[src/rtl/box_scan_pkg.sv]
// Shared definitions for the framebuffer region reader, the square pixel
// drawer and the VGA adapter: coordinate width, screen geometry defaults
// and the scan FSM state encoding.
package box_scan_pkg;

   localparam int unsigned COORD_W      = 10;
   localparam int unsigned COLOR_W_DEF  = 3;
   localparam int unsigned SCREEN_W_DEF = 160;
   localparam int unsigned SCREEN_H_DEF = 120;

   typedef logic [COORD_W-1:0] coord_t;

   // Scan FSM encoding.
   typedef enum logic [1:0] {
      S_IDLE  = 2'd0,
      S_SCAN  = 2'd1,
      S_DRAIN = 2'd2,
      S_DONE  = 2'd3
   } state_t;

endpackage

[src/rtl/box_scan_if.sv]
// Framebuffer read port: the reader drives a strobe plus coordinates and
// the framebuffer returns the pixel colour one cycle later.
interface box_scan_if
   import box_scan_pkg::*;
#(
   parameter int unsigned COLOR_W = COLOR_W_DEF
) ();

   logic               rd_en;
   coord_t             x_rd;
   coord_t             y_rd;
   logic [COLOR_W-1:0] rd_data;

   // Reader side.
   modport master (output rd_en, x_rd, y_rd, input rd_data);
   // Framebuffer side.
   modport slave  (input rd_en, x_rd, y_rd, output rd_data);

endinterface

[src/rtl/scan_counter.sv]
// 10-bit column-major x/y offset counter pair. load clears both offsets
// and latches the last offset value (side length minus one); each step
// advances y, and wraps y to 0 while advancing x at the end of a column.
module scan_counter
   import box_scan_pkg::*;
(
   input  logic   clk,
   input  logic   resetn,
   input  logic   load,
   input  coord_t last_in,
   input  logic   step,
   output coord_t x_off,
   output coord_t y_off,
   output logic   finished_col,
   output logic   finished_all
);

   coord_t last_q;

   // End detection is by equality, so a side of up to 1023 never overflows.
   assign finished_col = (y_off == last_q);
   assign finished_all = finished_col && (x_off == last_q);

   // Offset registers: cleared on load, advanced column-major on step.
   always_ff @(posedge clk or negedge resetn) begin
      if (!resetn) begin
         // NOTE: sequential state uses non-blocking assignments so every
         // register samples the pre-edge values regardless of statement order.
         x_off  <= '0;
         y_off  <= '0;
         last_q <= '0;
      end else if (load) begin
         x_off  <= '0;
         y_off  <= '0;
         last_q <= last_in;
      end else if (step) begin
         if (finished_col) begin
            y_off <= '0;
            x_off <= x_off + COORD_W'(1);
         end else begin
            y_off <= y_off + COORD_W'(1);
         end
      end
   end

endmodule

[src/rtl/box_scan.sv]
// Region reader: scans a size x size square through a 1-cycle-latency
// framebuffer read port and stops at the first non-background pixel.
// Off-screen pixels are stepped over without a read and count as background.
module box_scan
   import box_scan_pkg::*;
#(
   parameter int unsigned COLOR_W  = COLOR_W_DEF,
   parameter int unsigned BG_COLOR = 0,
   parameter int unsigned SCREEN_W = SCREEN_W_DEF,
   parameter int unsigned SCREEN_H = SCREEN_H_DEF
) (
   input  logic               clk,
   input  logic               resetn,
   input  logic               start,
   input  coord_t             x_in,
   input  coord_t             y_in,
   input  coord_t             size,
   box_scan_if.master         fb,
   output logic               busy,
   output logic               done,
   output logic               hit,
   output coord_t             hit_x,
   output coord_t             hit_y,
   output logic [COLOR_W-1:0] hit_color
);

   state_t state;
   coord_t x0, y0;
   coord_t x_off, y_off;
   coord_t x_cur, y_cur;
   logic   fin_col, fin_all;
   logic   cnt_load, cnt_step;
   logic   on_screen;
   logic   got_hit;

   // Read-valid bit and its coordinates, delayed to line up with rd_data.
   logic   vld_q;
   coord_t px_q, py_q;

   // Current pixel; the 10-bit adds wrap mod 1024 by construction.
   assign x_cur     = x0 + x_off;
   assign y_cur     = y0 + y_off;
   assign on_screen = (x_cur < COORD_W'(SCREEN_W)) && (y_cur < COORD_W'(SCREEN_H));

   assign fb.rd_en  = (state == S_SCAN) && on_screen;
   assign fb.x_rd   = x_cur;
   assign fb.y_rd   = y_cur;

   // Only reads returning while the scan is live count; the read issued in
   // the hit cycle returns in DONE and is ignored.
   assign got_hit  = vld_q && (fb.rd_data != COLOR_W'(BG_COLOR)) &&
                     ((state == S_SCAN) || (state == S_DRAIN));

   assign cnt_load = (state == S_IDLE) && start;
   assign cnt_step = (state == S_SCAN) && !got_hit && !fin_all;

   scan_counter u_cnt (
      .clk          (clk),
      .resetn       (resetn),
      .load         (cnt_load),
      .last_in      (size - COORD_W'(1)),
      .step         (cnt_step),
      .x_off        (x_off),
      .y_off        (y_off),
      .finished_col (fin_col),
      .finished_all (fin_all)
   );

   // Scan FSM with registered status outputs and first-hit capture.
   always_ff @(posedge clk or negedge resetn) begin
      if (!resetn) begin
         state     <= S_IDLE;
         x0        <= '0;
         y0        <= '0;
         vld_q     <= 1'b0;
         px_q      <= '0;
         py_q      <= '0;
         busy      <= 1'b0;
         done      <= 1'b0;
         hit       <= 1'b0;
         hit_x     <= '0;
         hit_y     <= '0;
         hit_color <= '0;
      end else begin
         vld_q <= fb.rd_en;
         px_q  <= x_cur;
         py_q  <= y_cur;

         if (got_hit) begin
            hit       <= 1'b1;
            hit_x     <= px_q;
            hit_y     <= py_q;
            hit_color <= fb.rd_data;
         end

         case (state)
            S_IDLE: begin
               if (start) begin
                  x0        <= x_in;
                  y0        <= y_in;
                  hit       <= 1'b0;
                  hit_x     <= '0;
                  hit_y     <= '0;
                  hit_color <= '0;
                  busy      <= 1'b1;
                  if (size == '0) begin
                     state <= S_DONE;
                     done  <= 1'b1;
                  end else begin
                     state <= S_SCAN;
                  end
               end
            end
            S_SCAN: begin
               if (got_hit) begin
                  state <= S_DONE;
                  done  <= 1'b1;
               end else if (fin_all) begin
                  state <= S_DRAIN;
               end
            end
            S_DRAIN: begin
               state <= S_DONE;
               done  <= 1'b1;
            end
            S_DONE: begin
               state <= S_IDLE;
               done  <= 1'b0;
               busy  <= 1'b0;
            end
            default: state <= S_IDLE;
         endcase
      end
   end

endmodule

[src/flat_wrapper.sv]
// flat-port wrapper written by rule: the top's interface ports become plain ports
module box_scan_flat import box_scan_pkg::*;
#(
   parameter int unsigned COLOR_W  = COLOR_W_DEF,
   parameter int unsigned BG_COLOR = 0,
   parameter int unsigned SCREEN_W = SCREEN_W_DEF,
   parameter int unsigned SCREEN_H = SCREEN_H_DEF
)
  (clk, resetn, start, x_in, y_in, size, busy, done, hit, hit_x, hit_y, hit_color, fb_rd_en, fb_x_rd, fb_y_rd, fb_rd_data);
  box_scan_if #(.COLOR_W(COLOR_W)) fb_i ();
  input  logic clk;
  input  logic resetn;
  input  logic start;
  input  coord_t x_in;
  input  coord_t y_in;
  input  coord_t size;
  output logic busy;
  output logic done;
  output logic hit;
  output coord_t hit_x;
  output coord_t hit_y;
  output logic [COLOR_W-1:0] hit_color;
  output wire logic [$bits(fb_i.rd_en)-1:0] fb_rd_en;
  output wire logic [$bits(fb_i.x_rd)-1:0] fb_x_rd;
  output wire logic [$bits(fb_i.y_rd)-1:0] fb_y_rd;
  input wire logic [$bits(fb_i.rd_data)-1:0] fb_rd_data;
  assign fb_rd_en = fb_i.rd_en;
  assign fb_x_rd = fb_i.x_rd;
  assign fb_y_rd = fb_i.y_rd;
  assign fb_i.rd_data = fb_rd_data;
  box_scan #(.COLOR_W(COLOR_W), .BG_COLOR(BG_COLOR), .SCREEN_W(SCREEN_W), .SCREEN_H(SCREEN_H)) u_core (.clk(clk), .resetn(resetn), .start(start), .x_in(x_in), .y_in(y_in), .size(size), .fb(fb_i), .busy(busy), .done(done), .hit(hit), .hit_x(hit_x), .hit_y(hit_y), .hit_color(hit_color));
endmodule
[config.mk]
export PLATFORM = sky130hd
export DESIGN_NAME = box_scan_flat
export DESIGN_NICKNAME = d
export VERILOG_FILES = /design/src/rtl/box_scan_pkg.sv /design/src/rtl/box_scan_if.sv /design/src/rtl/scan_counter.sv /design/src/rtl/box_scan.sv /design/src/flat_wrapper.sv
export SDC_FILE = /design/constraint.sdc
export NUM_CORES = 1
export LEC_CHECK = 0
export CAP_MARGIN = 15
export CORE_MARGIN = 5
export CORE_UTILIZATION = 54
export DETAILED_ROUTE_END_ITERATION = 8
export PLACE_DENSITY = 0.8
export SYNTH_ARGS = -nofsm -noshare
export SYNTH_HDL_FRONTEND = slang
export SYNTH_SLANG_ARGS = --single-unit
[constraint.sdc]
create_clock -name clk -period 4.2 [get_ports clk]
set_input_delay 0.84 -clock clk [delete_from_list [all_inputs] [get_ports clk]]
set_output_delay 0.84 -clock clk [all_outputs]
set_load 0.1 [all_outputs]
==> results.toml <==
[placed_design]
dpl_worst_slack_ns = 0.532
hpwl_mm = 9.35
io_buffer_count = 82
place_area_um2 = 6210
gp_congestion = 0.878

[finish]
multi_input_area_um2 = 2650
drive_above_1_share_pct = 10.1
area_growth_pct = 23.8
fillers = 758
final_area_um2 = 6390
seq_area_um2 = 2480
fin_nets = 693
antenna_cells = 0

[yosys]
ys_warn_count = 0
syn_inst = 550
async_flop_share_pct = 100
synth_cell_types = 50
syn_nets = 612
ys_ff_latch = 99
synth_top_area_share_pct = 48.0
synthesis.area_um2 = 5160
synth.largest_area_cell = "dfrtp_1"
yosysSeqAreaShare_pct = 48.0
ys_top_cells_by_area = "dfrtp_1 48%, nand2_1 9.8%, ha_1 5.8%"
synth_top_flop_cell = "dfrtp_1"
postSynthAreaPerCell_um2 = 9.38
synth_enable_flop_cells = 0

[clock_network]
cts.sinks = 99
clk_latency_ns = 0.36
cts_max_level = 3
clk_pin_slew_ns = 0.10
numCtsBuffers = 9
cts_root_buffer = "clkbuf_8"
post_cts_buffers = 0
cts_buffer_depth = 2
cts_tree = "yes"
cts_resized = 0
cts_hold_buf = 0

[job]
drv_cap = 0

[floorplan]
placementRows = 35
dieHeight_um = 108
ios = 83
initial_core_util_pct = 55.6
die-area_um2 = 11600
core_area_um2 = 9280
die_x_um = 108

[timing]
tightest_slew_ns = 1.04
fin_crit_ns = 4.05
hold_violations = 0
setup_viol_count_final = 0
rsz0062_at_grt = "no"
fmax_mhz = 247
finClkSkew_ns = 0.0162
fin_ws_ns = 0.155
drv_slew = 0
relSlewSlack_pct = 30.8
period_share_pct = 96.3

[worst_hold_path]
hp-class = "in -> async"

[route]
route.vias.total = 4314
ant_nets = 0
drt_iter0_markers = 260
wl_per_cell_um = 16.2
wl_mm = 12.4
viasPerCell = 5.64
drtPass1Iterations = 5
drcViolationCount = 0

[setup_path]
crit_fanout = 6
crit_type = "reg -> out"
cp_cell_sequence = "ha_2 > fa_2 > a21oi_2 > o22ai_2 > o41ai_4 > xnor2_4 > or4_4 > nor3_4 > buf_12"
max_stage_delay_ns = 0.48
crit_arrival_ns = 3.21
critPathRequiredTime_ns = 3.36
cp_slowest_cell = "o41ai_4"
cp-start-kind = "flip-flop"
cp-end-kind = "output pin"

[global_route]
antenna_found_initial = 0
grt_pass1_wl_mm = 20.9
grt_max_degree = 43
grt_pass1_vias = 4209
overflow = 0
track_usage_pct = 22.4

[outcome]
status = "complete, no violations"
layer usage:
layer	track usage, %	up-vias	share of wire [%]
li1	-	2077	-
met1	31.4	2058	46
met2	36.5	151	48
met3	2.34	28	4.3
met4	7.30	0	2.1
met5	0	-	0
critical path, delay by kind of cell (launching register included):
kind | cells | cell delay, ns
AOI/OAI and AO/OA | 3 | 0.81
xor gates and xnor gates | 1 | 0.12
adders and majority gates | 2 | 0.57
buffers and inverters | 1 | 0.20
DFF | 1 | 0.45
and+or+nand+nor | 2 | 0.67
cells in the mapped netlist (6+ instances only):
cell and count:
clkbuf_1 15, inv_1 23, nor2_1 18, xnor2_1 25, or4_1 6, a21oi_1 44
o21ai_0 27, ha_1 24, nand3_1 14, nand2b_1 7, dfrtp_1 99, nand2_1 135
xor2_1 21, nor3_1 10
cells by family (layout without fill, tap and decap cells):
kind of cell / count (synthesis) / in the layout / synth area share (%)
simple gates: 215 / 215 / 18.7
compound gates: 117 / 117 / 14.8
flops: 99 / 99 / 48.0
xor+xnor: 46 / 46 / 7.81
buf+inv: 42 / 128 / 3.08
fa+ha+maj: 26 / 26 / 6.60
mux: 5 / 5 / 0.994
final cells by class:
cell class                 count  area share (%)
clock buffer                  11            2.21
tap                          129            2.53
timing repair buffer          89            13.1
multi-input combinational    409            41.5
clock inverter                 5           0.588
inverter                      23            1.35
sequential                    99            38.8
sequential cells by signal, indices dropped and copies added (netlist names), 2 cells and up:
register             cells
u_core.hit_x            10
u_core.hit_y            10
u_core.px_q             10
u_core.py_q             10
u_core.u_cnt.last_q     10
u_core.u_cnt.x_off      10
u_core.u_cnt.y_off      10
u_core.x0               10
u_core.y0               10
u_core.hit_color         3
u_core.state             2
per-stage QoR:
| step | std cells | util [%] | setup TNS, ns | hold slack [ns] |
|---|---|---|---|---|
| after floorplan | 550 | - | -0.00255 | 0.450 |
| after global placement | 749 | 66.9 | 0 | 0.465 |
| after detailed placement | 749 | 66.9 | 0 | 0.471 |
| after CTS | 765 | 68.8 | 0 | 0.394 |
| after global routing | 765 | 68.8 | 0 | 0.410 |
| final | 765 | 68.8 | 0 | 0.389 |
placed cells by master (no fill, tap or decap), types with 2 or more instances in the layout:
cell	count
nand4_1	5
o31ai_1	3
ha_1	23
or3_1	4
a41oi_1	2
o211ai_1	4
nor2_1	18
or4_1	5
mux2i_1	4
clkbuf_8	10
a32oi_1	2
nor4_1	3
a21oi_1	43
xor2_1	20
nor3_1	9
inv_1	23
o21a_1	3
clkdlybuf4s50_1	62
a311o_1	4
nor4b_1	2
nand3_1	14
a31oi_1	5
buf_4	26
o21ai_0	27
and2_1	2
a21o_1	2
dfrtp_1	99
clkinvlp_4	2
and3_1	5
xnor2_2	6
a311oi_1	3
nand2b_1	7
nand2_1	135
xnor2_1	18
o2111ai_1	4
o21bai_1	2
worst paths after layout:
| path | startpoint | to | slack [ns] | cells past startpoint |
|---|---|---|---|---|
| min in group clk | u_core.px_q[4] | u_core.hit_x[4] | 0.49 | 2 |
| worst max register to register | u_core.u_cnt.x_off[0] | u_core.vld_q | 1.46 | 8 |
| worst max-delay path | u_core.u_cnt.x_off[0] | fb_rd_en | 0.15 | 9 |
| worst min register to register | u_core.px_q[4] | u_core.hit_x[4] | 0.49 | 2 |
| max in group asynchronous | resetn | u_core.py_q[1] | 2.96 | 2 |
| worst min-delay path | resetn | u_core.state[0] | 0.39 | 1 |
Power is not shown: default switching activity piles up to over one toggle a cycle in this logic, so the estimate is an artifact.
